**src/rtl/maze_memory_if.sv**
```systemverilog
// Rat/loader-facing bus of the maze memory.
// The master drives requests and the slave (the memory) answers them.
interface maze_memory_if #(
    parameter int N = 4
);
    localparam int W = 1 << N;

    logic         start_load;
    logic         load_valid;
    logic [W-1:0] load_row;
    logic         load_ready;
    logic         load_done;
    logic         restore;
    logic         mem_ready;
    logic         RD;
    logic         WR;
    logic [N-1:0] X;
    logic [N-1:0] Y;
    logic         D_in;
    logic         D_out;

    modport master (
        output start_load, load_valid, load_row, restore,
        output RD, WR, X, Y, D_in,
        input  load_ready, load_done, mem_ready, D_out
    );

    modport slave (
        input  start_load, load_valid, load_row, restore,
        input  RD, WR, X, Y, D_in,
        output load_ready, load_done, mem_ready, D_out
    );
endinterface

```
**src/rtl/maze_memory.sv**
```systemverilog
// Two-bank maze store: row-serial load, rat read/write on the working
// bank, and row-per-cycle restore of the working bank from the original.
module maze_memory #(
    parameter int N = 4
) (
    input logic          clk,
    input logic          rst,
    maze_memory_if.slave bus
);
    localparam int W = 1 << N;

    localparam logic [1:0] S_EMPTY   = 2'd0;
    localparam logic [1:0] S_LOAD    = 2'd1;
    localparam logic [1:0] S_READY   = 2'd2;
    localparam logic [1:0] S_RESTORE = 2'd3;

    localparam logic [N-1:0] LAST_ROW = '1;

    logic [1:0]   state_q,     state_d;
    logic [N-1:0] row_cnt_q,   row_cnt_d;
    logic         d_out_q,     d_out_d;
    logic         load_done_q, load_done_d;

    logic [W-1:0] orig_q [W];
    logic [W-1:0] orig_d [W];
    logic [W-1:0] work_q [W];
    logic [W-1:0] work_d [W];

    always_comb begin
        state_d     = state_q;
        row_cnt_d   = row_cnt_q;
        d_out_d     = d_out_q;
        load_done_d = 1'b0;
        orig_d      = orig_q;
        work_d      = work_q;

        // A new load restarts from row 0 whatever else is requested.
        if (bus.start_load) begin
            state_d   = S_LOAD;
            row_cnt_d = '0;
        end else begin
            unique case (1'b1)
                (state_q == S_LOAD): begin
                    if (bus.load_valid) begin
                        orig_d[row_cnt_q] = bus.load_row;
                        work_d[row_cnt_q] = bus.load_row;
                        if (row_cnt_q == LAST_ROW) begin
                            state_d     = S_READY;
                            row_cnt_d   = '0;
                            load_done_d = 1'b1;
                        end else begin
                            row_cnt_d = row_cnt_q + 1'b1;
                        end
                    end
                end
                (state_q == S_READY): begin
                    if (bus.restore) begin
                        state_d   = S_RESTORE;
                        row_cnt_d = '0;
                    end else begin
                        // Read samples the old bank, so RD+WR is read-first.
                        if (bus.RD) begin
                            d_out_d = work_q[bus.Y][bus.X];
                        end
                        if (bus.WR) begin
                            work_d[bus.Y][bus.X] = bus.D_in;
                        end
                    end
                end
                (state_q == S_RESTORE): begin
                    work_d[row_cnt_q] = orig_q[row_cnt_q];
                    if (row_cnt_q == LAST_ROW) begin
                        state_d   = S_READY;
                        row_cnt_d = '0;
                    end else begin
                        row_cnt_d = row_cnt_q + 1'b1;
                    end
                end
                default: begin
                    state_d = state_q;
                end
            endcase
        end
    end

    always_ff @(posedge clk or negedge rst) begin
        if (!rst) begin
            state_q     <= S_EMPTY;
            row_cnt_q   <= '0;
            d_out_q     <= 1'b0;
            load_done_q <= 1'b0;
        end else begin
            state_q     <= state_d;
            row_cnt_q   <= row_cnt_d;
            d_out_q     <= d_out_d;
            load_done_q <= load_done_d;
        end
    end

    always_ff @(posedge clk) begin
        orig_q <= orig_d;
        work_q <= work_d;
    end

    assign bus.load_ready = (state_q == S_LOAD);
    assign bus.mem_ready  = (state_q == S_READY);
    assign bus.load_done  = load_done_q;
    assign bus.D_out      = d_out_q;
endmodule

```
**src/flat_wrapper.sv**
```systemverilog
// flat-port wrapper written by rule: the top's interface ports become plain ports
module maze_memory_flat 
#(
    parameter int N = 4
)
  (clk, rst, bus_start_load, bus_load_valid, bus_load_row, bus_restore, bus_RD, bus_WR, bus_X, bus_Y, bus_D_in, bus_load_ready, bus_load_done, bus_mem_ready, bus_D_out);
  maze_memory_if #(.N(N)) bus_i ();
  input logic clk;
  input logic rst;
  input wire logic [$bits(bus_i.start_load)-1:0] bus_start_load;
  input wire logic [$bits(bus_i.load_valid)-1:0] bus_load_valid;
  input wire logic [$bits(bus_i.load_row)-1:0] bus_load_row;
  input wire logic [$bits(bus_i.restore)-1:0] bus_restore;
  input wire logic [$bits(bus_i.RD)-1:0] bus_RD;
  input wire logic [$bits(bus_i.WR)-1:0] bus_WR;
  input wire logic [$bits(bus_i.X)-1:0] bus_X;
  input wire logic [$bits(bus_i.Y)-1:0] bus_Y;
  input wire logic [$bits(bus_i.D_in)-1:0] bus_D_in;
  output wire logic [$bits(bus_i.load_ready)-1:0] bus_load_ready;
  output wire logic [$bits(bus_i.load_done)-1:0] bus_load_done;
  output wire logic [$bits(bus_i.mem_ready)-1:0] bus_mem_ready;
  output wire logic [$bits(bus_i.D_out)-1:0] bus_D_out;
  assign bus_i.start_load = bus_start_load;
  assign bus_i.load_valid = bus_load_valid;
  assign bus_i.load_row = bus_load_row;
  assign bus_i.restore = bus_restore;
  assign bus_i.RD = bus_RD;
  assign bus_i.WR = bus_WR;
  assign bus_i.X = bus_X;
  assign bus_i.Y = bus_Y;
  assign bus_i.D_in = bus_D_in;
  assign bus_load_ready = bus_i.load_ready;
  assign bus_load_done = bus_i.load_done;
  assign bus_mem_ready = bus_i.mem_ready;
  assign bus_D_out = bus_i.D_out;
  maze_memory #(.N(N)) u_core (.clk(clk), .rst(rst), .bus(bus_i));
endmodule
```
**config.mk**
```make
export PLATFORM = sky130hd
export DESIGN_NAME = maze_memory_flat
export DESIGN_NICKNAME = d
export VERILOG_FILES = /design/src/rtl/maze_memory_if.sv /design/src/rtl/maze_memory.sv /design/src/flat_wrapper.sv
export SDC_FILE = /design/constraint.sdc
export NUM_CORES = 1
export LEC_CHECK = 0
export BUFFER_PORTS_ARGS = -buffer_cell sky130_fd_sc_hd__buf_4
export CAP_MARGIN = 10
export CORE_ASPECT_RATIO = 0.5
export CORE_UTILIZATION = 40
export DETAILED_ROUTE_END_ITERATION = 10
export GPL_TIMING_DRIVEN = 0
export SLEW_MARGIN = 20
export SYNTH_ARGS = -nofsm -noshare
export SYNTH_HDL_FRONTEND = slang
export SYNTH_SLANG_ARGS = --single-unit
```
**constraint.sdc**
```tcl
create_clock -name clk -period 9.5 [get_ports clk]
set_input_delay 1.9 -clock clk [delete_from_list [all_inputs] [get_ports clk]]
set_output_delay 1.9 -clock clk [all_outputs]
set_load 0.01 [all_outputs]
```
==> PnR_summary.wiki <==
{| class="wikitable"
! Metric !! Value
|-
| Routed WL per cell || 32.1 um
|-
| Per-instance average area after synthesis || 13.9 um^2
|-
| All-layer global routing usage || 28.0%
|-
| Proportion of layout cells with a drive suffix above 1 || 26.3%
|-
| First drt pass iteration count || 6
|-
| Leading register cell type out of synthesis || edfxtp_1
|-
| Die Ht || 190 um
|-
| YS warnings || 0
|-
| Die boundary width || 378 um
|-
| Crit path time final || 4.62 ns
|-
| Post-CTS resize count || 0
|-
| Post-DP HPWL || 72800 um
|-
| Fmax || 216 MHz
|-
| Unrepaired setup endpoints after global routing || false
|-
| Num CTS Buffers || 51
|-
| Total negative slack for setup checks || 0 ns
|-
| Yosys cell types || 67
|-
| CP peak stage delay || 0.89 ns
|-
| Static Leak || 9.80 nW
|-
| GPL Wtd Cong || 0.991
|-
| Final antenna-violating net count || 0
|-
| Slew at the pin closest to its max-slew limit || 1.28 ns
|-
| Net count after synthesis || 2073
|-
| Maximum number of pins on one net before global-route repair || 18
|-
| Largest fanout of any net on the critical path || 10
|-
| Hold Path Class || flop to flop
|-
| Mapped cell area || 0.0282 mm^2
|-
| Synth Register Bits || 520
|-
| Share of async-settable or async-resettable flops after synthesis || 1.54%
|-
| Clock Latency Late Sink || 0.65 ns
|-
| H-tree depth || 2
|-
| Number of antenna violations at the first check in global routing || 1
|-
| Mean number of vias per cell || 6.68
|-
| Largest area contributor in the synthesized netlist || edfxtp_1
|-
| Layout Cells excl Fill || 3134
|-
| Power density over the cells || 166 mW/mm^2
|-
| Result of the run || finished, final reports clean
|-
| Cts hold-fix bufs || 0
|-
| Final hold violation count || 0
|-
| Placement row count || 68
|-
| Portion of the post-synthesis area used by sequential elements || 55.2%
|-
| Portion of the clock cycle consumed by the worst path in the final layout || 48.7%
|-
| Kind of launch point of the worst setup path || primary input
|-
| Area added between synthesis and finish || 12.9%
|-
| Share of the synthesized area in the top cell type || 54.5%
|-
| Number of vias after detailed routing || 20900
|-
| Total DRC errors in the routed layout || 0
|-
| Post-Route WL || 101000 um
|-
| Worst slack, placed || 4.43 ns
|-
| DRC violation total after the first TritonRoute iteration || 3253
|-
| Worst rel slew slack || 14.0%
|-
| Arrival time reported for the critical path endpoint || 4.97 ns
|-
| CTS tree || yes
|-
| Clock transition at the registers of the reported paths || 0.06 ns
|-
| Most frequent cells after synthesis || 512 x edfxtp_1, 292 x a21oi_1, 210 x o21ai_0
|-
| CP most frequent cell || clkbuf_1
|-
| Initial core utilization || 40.7%
|-
| Total instance count after detailed placement || 3038
|-
| Number of buffer cells added on primary ports || 32
|-
| Critical path required time || 9.85 ns
|-
| Fin Clk Skew || 0.0223 ns
|-
| Number of synthesized flops with an enable pin || 512
|-
| Critical Setup Path Class || primary input to flop
|-
| Post-CTS setup buffers || 0
|-
| Number of top-level pins || 36
|-
| Global-route wire length before repair || 145000 um
|-
| Root buffer cell || clkbuf_16
|-
| Post-layout nets || 2182
|-
| Largest cells by area after synthesis || edfxtp_1 54%, mux4_2 9.3%, o221ai_2 8.5%
|-
| Highest ir drop seen on vdd || 138 uV
|-
| Most frequent cell after synthesis || edfxtp_1
|-
| Clock Sinks || 520
|-
| Worst setup EP type || flop
|-
| Final max-slew violation count || 0
|-
| Via count of the first global-routing pass || 20400
|-
| Maximum clock insertion buffer count || 3
|-
| Count of max-cap constraint violations || 0
|-
| Cell count after synthesis || 2037
|-
| Total gr overflow || 0
|-
| Crit-path cells || buf_4 > clkbuf_1 > nand2_1 > nor2_1 > clkbuf_1 > a21oi_1 > o21ai_0 > o221ai_2
|-
| Core region area || 0.0693 mm^2
|-
| Final setup viols || 0
|-
| Total die area || 0.0717 mm^2
|-
| Setup ws final || 4.88 ns
|-
| Max stage delay cell, worst path || nor2_1
|}
## routing by layer
| layer | track usage, % | part of all wire [%] | vias to the layer above |
|---|---|---|---|
| met5 | 0 | 0.012 | - |
| met4 | 8.72 | 2.8 | 2 |
| met3 | 7.69 | 12 | 183 |
| met2 | 42.8 | 45 | 1351 |
| met1 | 38.7 | 41 | 10700 |
| li1 | - | - | 8707 |
## power breakdown
group	leakage (nW)	internal [mW]	switching, mW
clock network	0.831	1.20	0.975
logic	4.15	0.205	0.363
registers	4.82	2.54	0.0130
## through the flow
step | cell area [um^2] | power, mW | hold WS, ns | utilization, %
floorplan | 28200 | 2.95 | 0.533 | -
global placement | 29600 | 3.14 | 0.551 | 42.7
detailed placement | 30100 | 3.15 | 0.562 | 43.4
CTS | 31800 | 5.29 | 0.582 | 45.9
global route | 31800 | 5.40 | 0.604 | 45.9
finish | 31800 | 5.29 | 0.585 | 45.9
## flip-flops by register name (all words and copies together) (netlist names)
signal	cells
u_core.state_q	2
u_core.work_q	256
u_core.bus.D_out	1
u_core.bus.load_done	1
u_core.row_cnt_q	4
u_core.orig_q	256
## cell type report
| type | instances | area, um^2 |
|---|---|---|
| clock buffers | 59 | 1360 |
| repair buffers | 56 | 520 |
| flip-flops and latches | 520 | 15600 |
| multi-input cells | 1292 | 11600 |
| inverters | 6 | 22.5 |
| fillers | 6145 | 37500 |
| well taps | 945 | 1180 |
| diodes | 1 | 2.50 |
| plain buffers | 219 | 1240 |
| clock inverters | 36 | 378 |
## logic make-up (layout without fill, tap and decap cells)
| family | Yosys count | after routing | synth area share, % |
|---|---|---|---|
| muxes | 183 | 183 | 12.4 |
| xor gates and xnor gates | 1 | 1 | 0.0310 |
| adders and majority gates | 4 | 4 | 0.177 |
| and+or+nand+nor | 215 | 215 | 3.97 |
| other | 0 | 1 | 0 |
| buffers and inverters | 225 | 376 | 4.44 |
| DFF | 520 | 520 | 55.2 |
| AOI/OAI and AO/OA | 889 | 889 | 23.8 |
## cell usage in the layout, fill, tap and decap left out, types with 6 or more instances in the layout
| cell | n |
|---|---|
| nor2_4 | 9 |
| mux2i_1 | 43 |
| clkbuf_16 | 52 |
| clkbuf_1 | 121 |
| mux4_1 | 13 |
| mux2_2 | 7 |
| clkinvlp_4 | 7 |
| buf_8 | 20 |
| o221ai_1 | 81 |
| nand2b_1 | 10 |
| o21ai_1 | 73 |
| nor2_2 | 10 |
| a21oi_4 | 16 |
| clkinv_2 | 9 |
| dfrtp_1 | 8 |
| a211oi_1 | 9 |
| buf_6 | 28 |
| edfxtp_1 | 512 |
| a21oi_1 | 292 |
| bufinv_16 | 6 |
| nor3_2 | 6 |
| clkbuf_2 | 6 |
| clkinv_1 | 11 |
| nor2_1 | 34 |
| and2_1 | 7 |
| buf_2 | 50 |
| buf_4 | 35 |
| nor2b_1 | 30 |
| buf_1 | 14 |
| a22oi_1 | 8 |
| o221ai_2 | 160 |
| o21ai_0 | 210 |
| a21boi_2 | 14 |
| nand3_1 | 32 |
| mux4_2 | 116 |
| nand2_1 | 50 |
## path summary, 6_finish.rpt
| path | start | endpoint | slack, ns | depth (start not counted) |
|---|---|---|---|---|
| max | bus_X[0] | u_core.work_q[235]$_DFFE_PP_ | 4.88 | 8 |
| min | u_core.work_q[132]$_DFFE_PP_ | u_core.work_q[132]$_DFFE_PP_ | 0.59 | 2 |
| max reg2reg | u_core.row_cnt_q[1]$_DFFE_PN0P_ | u_core.orig_q[60]$_DFFE_PP_ | 4.90 | 9 |
| min reg2reg | u_core.work_q[132]$_DFFE_PP_ | u_core.work_q[132]$_DFFE_PP_ | 0.59 | 2 |
| max in group asynchronous | rst | u_core.bus.D_out$_DFFE_PN0P_ | 8.26 | 1 |
| min in group asynchronous | rst | u_core.state_q[1]$_DFFE_PN0P_ | 1.09 | 1 |
## critical path, delay by kind of cell
kind	cells	cell delay, ns
and+or+nand+nor	2	1.25
AOI/OAI and AO/OA	3	0.52
buffers and inverters	3	1.30
Note: power is estimated with default switching activity, not from simulation.
